===== src/rtl/game_pkg.sv =====
// Shared screen geometry, sprite sizes, motion steps and the bullet state encoding
// used by the player, alien and collision blocks.
package game_pkg;
  localparam int SCREEN_W    = 640;
  localparam int SCREEN_H    = 480;
  localparam int PLAYER_W    = 32;
  localparam int PLAYER_Y    = 440;
  localparam int BULLET_H    = 8;
  localparam int PLAYER_STEP = 2;
  localparam int BULLET_STEP = 4;
  localparam int X_W         = 10;
  localparam int Y_W         = 10;

  typedef enum logic {
    IDLE   = 1'b0,
    FLYING = 1'b1
  } bullet_state_t;
endpackage


===== src/rtl/bullet_unit.sv =====
// Single player bullet: fire-request latch, IDLE/FLYING FSM and registered bullet
// coordinates. Launch column comes from the caller's current (pre-move) player_x.
module bullet_unit
  import game_pkg::*;
(
  input  logic                        clk,
  input  logic                        rst,
  input  logic                        tick,
  input  logic                        game_rst,
  input  logic                        shoot,
  input  logic                        bullet_hit,
  input  logic [game_pkg::X_W-1:0]    player_x,
  output logic [game_pkg::X_W-1:0]    bullet_x,
  output logic [game_pkg::Y_W-1:0]    bullet_y,
  output logic                        bullet_active,
  output logic                        fire_evt
);

  localparam logic [X_W-1:0] BX_OFS    = X_W'(PLAYER_W / 2);
  localparam logic [Y_W-1:0] BY_LAUNCH = Y_W'(PLAYER_Y - BULLET_H);
  localparam logic [Y_W-1:0] BY_STEP   = Y_W'(BULLET_STEP);

  bullet_state_t  state, state_nxt;
  logic           shoot_pending, pending_nxt;
  logic           launch;
  logic [X_W-1:0] bx_nxt;
  logic [Y_W-1:0] by_nxt;

  always_ff @(posedge clk or posedge rst) begin
    if (rst) state <= IDLE;
    else     state <= state_nxt;
  end

  // A hit wins over a coincident tick; an off-screen tick leaves bullet_y as is.
  always_comb begin
    state_nxt = state;
    if (game_rst) begin
      state_nxt = IDLE;
    end else begin
      case (state)
        IDLE:    if (tick && (shoot_pending || shoot)) state_nxt = FLYING;
        FLYING:  if (bullet_hit || (tick && bullet_y < BY_STEP)) state_nxt = IDLE;
        default: state_nxt = IDLE;
      endcase
    end
  end

  always_comb begin
    launch      = !game_rst && (state == IDLE) && tick && (shoot_pending || shoot);
    pending_nxt = shoot_pending;
    bx_nxt      = bullet_x;
    by_nxt      = bullet_y;
    if (game_rst) begin
      pending_nxt = 1'b0;
      bx_nxt      = '0;
      by_nxt      = '0;
    end else if (launch) begin
      pending_nxt = 1'b0;
      bx_nxt      = player_x + BX_OFS;
      by_nxt      = BY_LAUNCH;
    end else if (state == IDLE) begin
      if (shoot) pending_nxt = 1'b1;
    end else if (!bullet_hit && tick && bullet_y >= BY_STEP) begin
      by_nxt = bullet_y - BY_STEP;
    end
  end

  always_ff @(posedge clk or posedge rst) begin
    if (rst) begin
      shoot_pending <= 1'b0;
      bullet_x      <= '0;
      bullet_y      <= '0;
      fire_evt      <= 1'b0;
    end else begin
      shoot_pending <= pending_nxt;
      bullet_x      <= bx_nxt;
      bullet_y      <= by_nxt;
      fire_evt      <= launch;
    end
  end

  assign bullet_active = (state == FLYING);

endmodule


===== src/rtl/player_ctrl.sv =====
// Player cannon: clamped horizontal movement on each frame tick, plus the bullet
// unit that launches from the cannon's centre.
module player_ctrl
  import game_pkg::*;
(
  input  logic                        clk,
  input  logic                        rst,
  input  logic                        tick,
  input  logic                        game_rst,
  input  logic                        left,
  input  logic                        right,
  input  logic                        shoot,
  input  logic                        bullet_hit,
  output logic [game_pkg::X_W-1:0]    player_x,
  output logic [game_pkg::X_W-1:0]    bullet_x,
  output logic [game_pkg::Y_W-1:0]    bullet_y,
  output logic                        bullet_active,
  output logic                        fire_evt
);

  localparam logic [X_W-1:0] X_RESET = X_W'((SCREEN_W - PLAYER_W) / 2);
  localparam logic [X_W-1:0] X_MAX   = X_W'(SCREEN_W - PLAYER_W);
  localparam logic [X_W-1:0] X_STEP  = X_W'(PLAYER_STEP);

  // Compare before subtracting so the coordinate never wraps below zero.
  function automatic logic [X_W-1:0] step_left(input logic [X_W-1:0] x);
    return (x < X_STEP) ? '0 : x - X_STEP;
  endfunction

  // One extra bit of headroom so the sum is clamped before it can overflow.
  function automatic logic [X_W-1:0] step_right(input logic [X_W-1:0] x);
    logic [X_W:0] sum;
    sum = {1'b0, x} + {1'b0, X_STEP};
    return (sum > {1'b0, X_MAX}) ? X_MAX : sum[X_W-1:0];
  endfunction

  always_ff @(posedge clk or posedge rst) begin
    if (rst)                         player_x <= X_RESET;
    else if (game_rst)               player_x <= X_RESET;
    else if (tick && (left ^ right)) player_x <= left ? step_left(player_x) : step_right(player_x);
  end

  bullet_unit u_bullet (
    .clk           (clk),
    .rst           (rst),
    .tick          (tick),
    .game_rst      (game_rst),
    .shoot         (shoot),
    .bullet_hit    (bullet_hit),
    .player_x      (player_x),
    .bullet_x      (bullet_x),
    .bullet_y      (bullet_y),
    .bullet_active (bullet_active),
    .fire_evt      (fire_evt)
  );

endmodule


===== config.mk =====
export PLATFORM = sky130hd
export DESIGN_NAME = player_ctrl
export DESIGN_NICKNAME = d
export VERILOG_FILES = /design/src/rtl/game_pkg.sv /design/src/rtl/bullet_unit.sv /design/src/rtl/player_ctrl.sv
export SDC_FILE = /design/constraint.sdc
export NUM_CORES = 1
export LEC_CHECK = 0
export CAP_MARGIN = 20
export CELL_PAD_IN_SITES_DETAIL_PLACEMENT = 0
export CELL_PAD_IN_SITES_GLOBAL_PLACEMENT = 1
export CORE_UTILIZATION = 39
export DETAILED_ROUTE_END_ITERATION = 8
export GPL_ROUTABILITY_DRIVEN = 0
export PLACE_DENSITY_LB_ADDON = 0.1
export SYNTH_ARGS = -nofsm -noshare
export SYNTH_HDL_FRONTEND = slang
export SYNTH_SLANG_ARGS = --single-unit
export TNS_END_PERCENT = 5

===== constraint.sdc =====
create_clock -name clk -period 2.35 [get_ports clk]
set_input_delay 0.235 -clock clk [delete_from_list [all_inputs] [get_ports clk]]
set_output_delay 0.235 -clock clk [all_outputs]
set_load 0.03 [all_outputs]

==> results of run 1 <==
[sequential cells by signal (all words and copies together) (netlist names)]
name and flops:
player_x 9, u_bullet.bullet_x 10, u_bullet.bullet_y 8, u_bullet.shoot_pending 1, u_bullet.bullet_active 1, u_bullet.fire_evt 1
[cell families (layout without fill, tap and decap cells)]
kind of cell | Yosys count | count (layout) | synth area share [%]
buffers and inverters | 31 | 74 | 7.91
AND/OR/NAND/NOR | 83 | 83 | 21.5
flip-flops | 30 | 30 | 37.0
other | 1 | 3 | 0.184
adder cells (fa/ha/maj) | 7 | 7 | 4.29
XOR/XNOR | 17 | 17 | 7.30
AO/OA/AOI/OAI | 64 | 64 | 21.3
multiplexers | 1 | 1 | 0.491
[worst max-delay path: cells and delay by family (launching register included)]
family | cells | cell delay (ns)
XOR/XNOR | 1 | 0.18
adder cells (fa/ha/maj) | 1 | 0.26
AO/OA/AOI/OAI | 4 | 0.84
flip-flops | 1 | 0.62
AND/OR/NAND/NOR | 1 | 0.18
[cells in the mapped netlist, types with 5 or more instances]
cell type and number:
ha_1 7, inv_1 13, buf_4 5, o21ai_0 5, o22ai_1 5, nand3_1 9, o21ai_1 5, xnor2_1 9
nor3_1 5, nand2_1 16, dfrtp_1 27, a211oi_1 8, a21oi_1 21, nor2_1 24, buf_2 6, xor2_1 8
[where the power goes]
part	internal (W)	switching [W]
sequential	0.000545	0.0000340
combinational	0.000139	0.000194
clock	0.000235	0.000209
total	0.000919	0.000437
[per-layer routing]
layer	global-route usage [%]	part of all wire [%]	vias to the layer above
met3	4.07	5.2	12
met5	0	0	-
li1	-	-	911
met4	9.01	2.1	0
met2	35.6	50	61
met1	25.5	42	848
[worst min path at each step]
stage	startpoint	end	slack (ns)	depth (start not counted)
after CTS	rst	u_bullet.bullet_x[4]	0.34	3
final	rst	u_bullet.bullet_x[4]	0.33	3
after floorplan	rst	player_x[1]	0.32	1
after detailed placement	u_bullet.bullet_x[0]	u_bullet.bullet_x[0]	0.48	2
after global routing	rst	u_bullet.bullet_x[4]	0.39	3
after global placement	u_bullet.bullet_x[0]	u_bullet.bullet_x[0]	0.48	2
[stage by stage]
step | util [%] | hold WS (ns) | instance area (um2) | power (W)
2_1_floorplan | - | 0.324 | 2050 | 0.000800
3_3_place_gp | 51.4 | 0.481 | 2510 | 0.000919
3_5_place_dp | 51.4 | 0.484 | 2510 | 0.000920
4_1_cts | 53.3 | 0.339 | 2600 | 0.00137
5_1_grt | 53.5 | 0.390 | 2610 | 0.00142
6_report | 53.5 | 0.325 | 2610 | 0.00136
[area by class of cell]
| cell class | instances | area [um2] | area share, % |
|---|---|---|---|
| multi-input cells | 175 | 1140 | 43.7 |
| clock inverters | 2 | 12.5 | 0.479 |
| well taps | 67 | 83.8 | 3.21 |
| repair buffers | 53 | 488 | 18.7 |
| flip-flops and latches | 30 | 754 | 28.9 |
| inverters | 13 | 48.8 | 1.87 |
| clock buffers | 6 | 82.6 | 3.16 |
[cells in the final DEF, fill, tap and decap left out, types with 3 or more instances in the layout]
cell / instances
nor2_1: 24
conb_1: 3
a21oi_1: 21
clkbuf_8: 6
and3_1: 4
nand3_1: 9
nand3b_1: 4
ha_1: 6
o21ai_0: 5
inv_1: 13
xor2_1: 8
a211oi_1: 8
nand2b_1: 4
nand2_1: 16
o21ai_1: 5
clkdlybuf4s50_1: 36
nor3_1: 5
o221ai_1: 3
nand4_1: 3
buf_4: 17
dfrtp_1: 27
o22ai_1: 5
xnor2_1: 9
dfstp_2: 3
==> flow_metrics.tcl, run 1 <==
set metrics [dict create \
    period_share_pct 93.4 \
    grt.overflow.total 0 \
    final_hold_viol_count 0 \
    portBuffers 36 \
    vias 1832 \
    grt_pass1_vias 1787 \
    cts_buffer_depth 2 \
    fin_setup_tns_ns 0 \
    cp_max_fo 8 \
    timing.final.setup_violations 0 \
    rows 25 \
    cts_max_level 2 \
    max_freq_mhz 456 \
    critPathRequiredTime_ns 2.52 \
    drc_errors 0 \
    synth_seq_area_share_pct 37.0 \
    crit_arrival_ns 2.37 \
    viasPerCell 5.29 \
    period_minus_slack_ns 2.19 \
    ys_warn_count 0 \
    max_cap_viol_count 0 \
    grt_pass1_wl_mm 8.54 \
    path_cells "ha_2 > nand4_4 > xnor2_1 > a22o_1 > a21oi_2 > o221ai_1 > a32o_1" \
    critPathCapture "player_x[6]" \
    cts_tree "yes" \
    die_w_um 74.3 \
    critPathLaunchType "flip-flop" \
    drive_above_1_share_pct 14.0 \
    yosys.area.top_type "dfrtp_1" \
    ys_types 52 \
    clk_pin_slew_worst_paths_ns 0.07 \
    synth_flop_cell "dfrtp_1" \
    cts-hold-fix-buffers 0 \
    synth.area.top_cells "dfrtp_1 33%, a21oi_1 5.2%, nor2_1 4.4%, ha_1 4.3%, dfstp_2 3.9%" \
    dieArea_um2 5520 \
    fillers 508 \
    wl_mm 5.17 \
    finalWorstSetupSlack_ns 0.156 \
    r2r-end "player_x[6]" \
    worst_pin_slew_ns 0.575 \
    status "finished clean" \
    track_usage_pct 20.8 \
    rsz0062_at_grt "no" \
    num_io_pins 40 \
    powerDensity_nw_per_um2 519 \
    grt_antenna_before_repair 0 \
    wl_per_cell_um 14.9 \
    cp_slowest_cell "dfstp_2" \
    firstDrtPassIters 4 \
    core-area_um2 4880 \
    yosys.area.top_type_share_pct 33.1 \
    synth-seq-cells 30 \
    cts-root-buf "clkbuf_8" \
    die_h_um 74.3 \
    worstSetupPathType "reg -> reg" \
    grt_max_degree 31 \
    initialDrtViolationCount 78 \
    cts_setup_buffers 0 \
    cts-resized-gates 0 \
    endpoint_kind "flip-flop" \
    r2r-start "player_x[4]" \
    synthArstFlopShare_pct 100 \
    preCtsSetupSlack_ns 0.0884 \
    fin_cells 346 \
    clock_latency_ns 0.29 \
    dp.cells 338 \
    dp_hpwl_mm 3.86 \
    fin_worst_skew_ns 0.00792 \
    critPathMaxStageDelay_ns 0.62 \
    reg2reg_depth 7 \
    relSlewSlack_pct 61.7 \
    area_growth_pct 28.1 \
    nNetsFinal 293 \
    numCtsBuffers 5 \
    ant_nets 0 \
    drv_slew 0 \
    worstSetupStartpoint "player_x[4]" \
    syn_area_um2 2040 \
    r2r_setup_slack_ns 0.16 \
    peakVddDrop_mv 0.251 \
    synth_enable_flop_cells 0 \
    p_leak_nw 1.07 \
    clock_sinks 30 \
    hold_path_class "in -> async" \
    start_util_pct 41.8 \
    postSynthAreaPerCell_um2 8.72 \
    syn_inst 234 \
    antenna_cells 0 \
]
Power figures use the tool's default switching activity.
==> inputs of run 2 (changes only) <==
--- a/config.mk
+++ b/config.mk
@@ -6,7 +6,7 @@
 export NUM_CORES = 1
 export LEC_CHECK = 0
 export CAP_MARGIN = 20
-export CELL_PAD_IN_SITES_DETAIL_PLACEMENT = 0
+export CELL_PAD_IN_SITES_DETAIL_PLACEMENT = 1
 export CELL_PAD_IN_SITES_GLOBAL_PLACEMENT = 1
 export CORE_UTILIZATION = 39
 export DETAILED_ROUTE_END_ITERATION = 8
==> run 2 against run 1 <==
Setup slack worse by 0.026 ns. Critical path depth increased by 1. Total power up 6.2%. Core utilization increased by 0.62 points. Highest routed layer unchanged. Count of clock-buffer cells in the layout shrank 1. Die area stayed put. Combinational power grew 2%. Routed wire length grew 12%. Sequential power about the same.
==> flow_metrics.tcl, run 2 (same netlist as run 1, synthesis figures left out) <==
set metrics [dict create \
    met3_usage_pct 3.66 \
    cts_setup_buffers 0 \
    core-area_um2 4880 \
    grt_antenna_before_repair 0 \
    cp_slowest_cell "dfstp_2" \
    drc_errors 0 \
    regMostFlops "u_bullet.bullet_x" \
    endpoint_kind "flip-flop" \
    nNetsFinal 293 \
    powerDensity_nw_per_um2 545 \
    globalRoute.busiestLayer "met2" \
    rsz0062_at_grt "no" \
    timing.final.setup_violations 0 \
    fin_setup_tns_ns 0 \
    status "finished clean" \
    fin_cells 346 \
    grt_max_degree 31 \
    grt_pass1_wl_mm 9.68 \
    hold_path_class "in -> async" \
    num_io_pins 40 \
    wl_mm 5.79 \
    vias 1894 \
    drv_slew 0 \
    area_growth_pct 29.6 \
    fin_worst_skew_ns 0.00702 \
    clock_latency_ns 0.29 \
    path_cells "inv_1 > ha_1 > o31ai_2 > and3_4 > a21oi_1 > a211o_1 > a31oi_1 > o21ai_1" \
    dieArea_um2 5520 \
    cts-hold-fix-buffers 0 \
    initialDrtViolationCount 47 \
    period_share_pct 94.5 \
    viasPerCell 5.47 \
    finalWorstSetupSlack_ns 0.130 \
    critPathMaxStageDelay_ns 0.62 \
    worst_pin_slew_ns 0.591 \
    start_util_pct 41.8 \
    use_met2_pct 41.1 \
    firstDrtPassIters 4 \
    met1_usage_pct 28.6 \
    max_freq_mhz 451 \
    crit_family "compound AO/OA/AOI/OAI gates" \
    final_util_pct 54.2 \
    critPathLaunchType "flip-flop" \
    cp_max_fo 8 \
    wl_per_cell_um 16.7 \
    clk_pin_slew_worst_paths_ns 0.07 \
    path_buf_inv 1 \
    critPathRequiredTime_ns 2.56 \
    hold_ws_ns 0.337 \
    rows 25 \
    antenna_cells 0 \
    final_hold_viol_count 0 \
    portBuffers 36 \
    final_common_cell "clkdlybuf4s50_1" \
    dp_hpwl_mm 4.39 \
    grt_pass1_vias 1967 \
    grt.overflow.total 0 \
    final_cell_mix "36 x clkdlybuf4s50_1, 27 x dfrtp_1, 24 x nor2_1" \
    die_w_um 74.3 \
    top_regs "u_bullet.bullet_x: 10 flops, player_x: 9 flops, u_bullet.bullet_y: 8 flops" \
    cts_tree "yes" \
    die_h_um 74.3 \
    dp.cells 338 \
    clock_sinks 30 \
    cts-resized-gates 0 \
    relSlewSlack_pct 60.6 \
    drive_above_1_share_pct 14.3 \
    ant_nets 0 \
    worstSetupPathType "reg -> reg" \
    period_minus_slack_ns 2.22 \
    p_leak_nw 1.08 \
    peakVddDrop_mv 0.231 \
    numCtsBuffers 5 \
    cts-root-buf "clkbuf_8" \
    cts_buffer_depth 2 \
    largest_reg_flops 10 \
    preCtsSetupSlack_ns 0.0662 \
    max_cap_viol_count 0 \
    track_usage_pct 23.7 \
    cts_max_level 2 \
    crit_arrival_ns 2.43 \
]
-- run 2: cell types whose count changed in the layout (fill, tap and decap cells not counted), sizes merged --
cell      delta
bufinv       +1
clkbuf       -1
clkinv       +1
clkinvlp     -1
-- run 2: worst min-delay path, delay by kind of cell --
family	cells	cell delay, ns
buffers and inverters	3	0.80
-- run 2: power breakdown --
part           internal (W)  switching (W)
logic              0.000139       0.000201
registers          0.000545      0.0000361
clock network      0.000312       0.000207
-- run 2: path summary, 6_finish.rpt --
kind | from | to | slack [ns] | cells past startpoint
min in group clk | u_bullet.bullet_x[0] | u_bullet.bullet_x[0] | 0.50 | 2
setup / recovery | player_x[4] | player_x[4] | 0.13 | 8
setup reg to reg | player_x[4] | player_x[4] | 0.13 | 8
hold reg to reg | u_bullet.bullet_x[0] | u_bullet.bullet_x[0] | 0.50 | 2
max in group asynchronous | rst | player_x[8] | 1.69 | 3
hold / removal | rst | u_bullet.fire_evt | 0.34 | 3
-- run 2: per-stage QoR --
step	total power, W	cell area (um2)
final	0.00144	2640
after global routing	0.00151	2640
after CTS	0.00145	2620
after detailed placement	0.000926	2510
after global placement	0.000919	2510
after floorplan	0.000800	2050
-- run 2: final cells by class --
| type | count | area, um2 |
|---|---|---|
| Clock inverter | 3 | 40.0 |
| Tap cell | 67 | 83.8 |
| Clock buffer | 5 | 68.8 |
| Sequential cell | 30 | 754 |
| Inverter | 13 | 48.8 |
| Fill cell | 600 | 2240 |
| Timing Repair Buffer | 53 | 488 |
| Multi-Input combinational cell | 175 | 1160 |
-- run 2: per-layer routing --
metal  up-vias  wire (um)
met5         -          0
met4         0        149
met3        13        207
met2        45       2980
met1       924       2450
li1        912          -
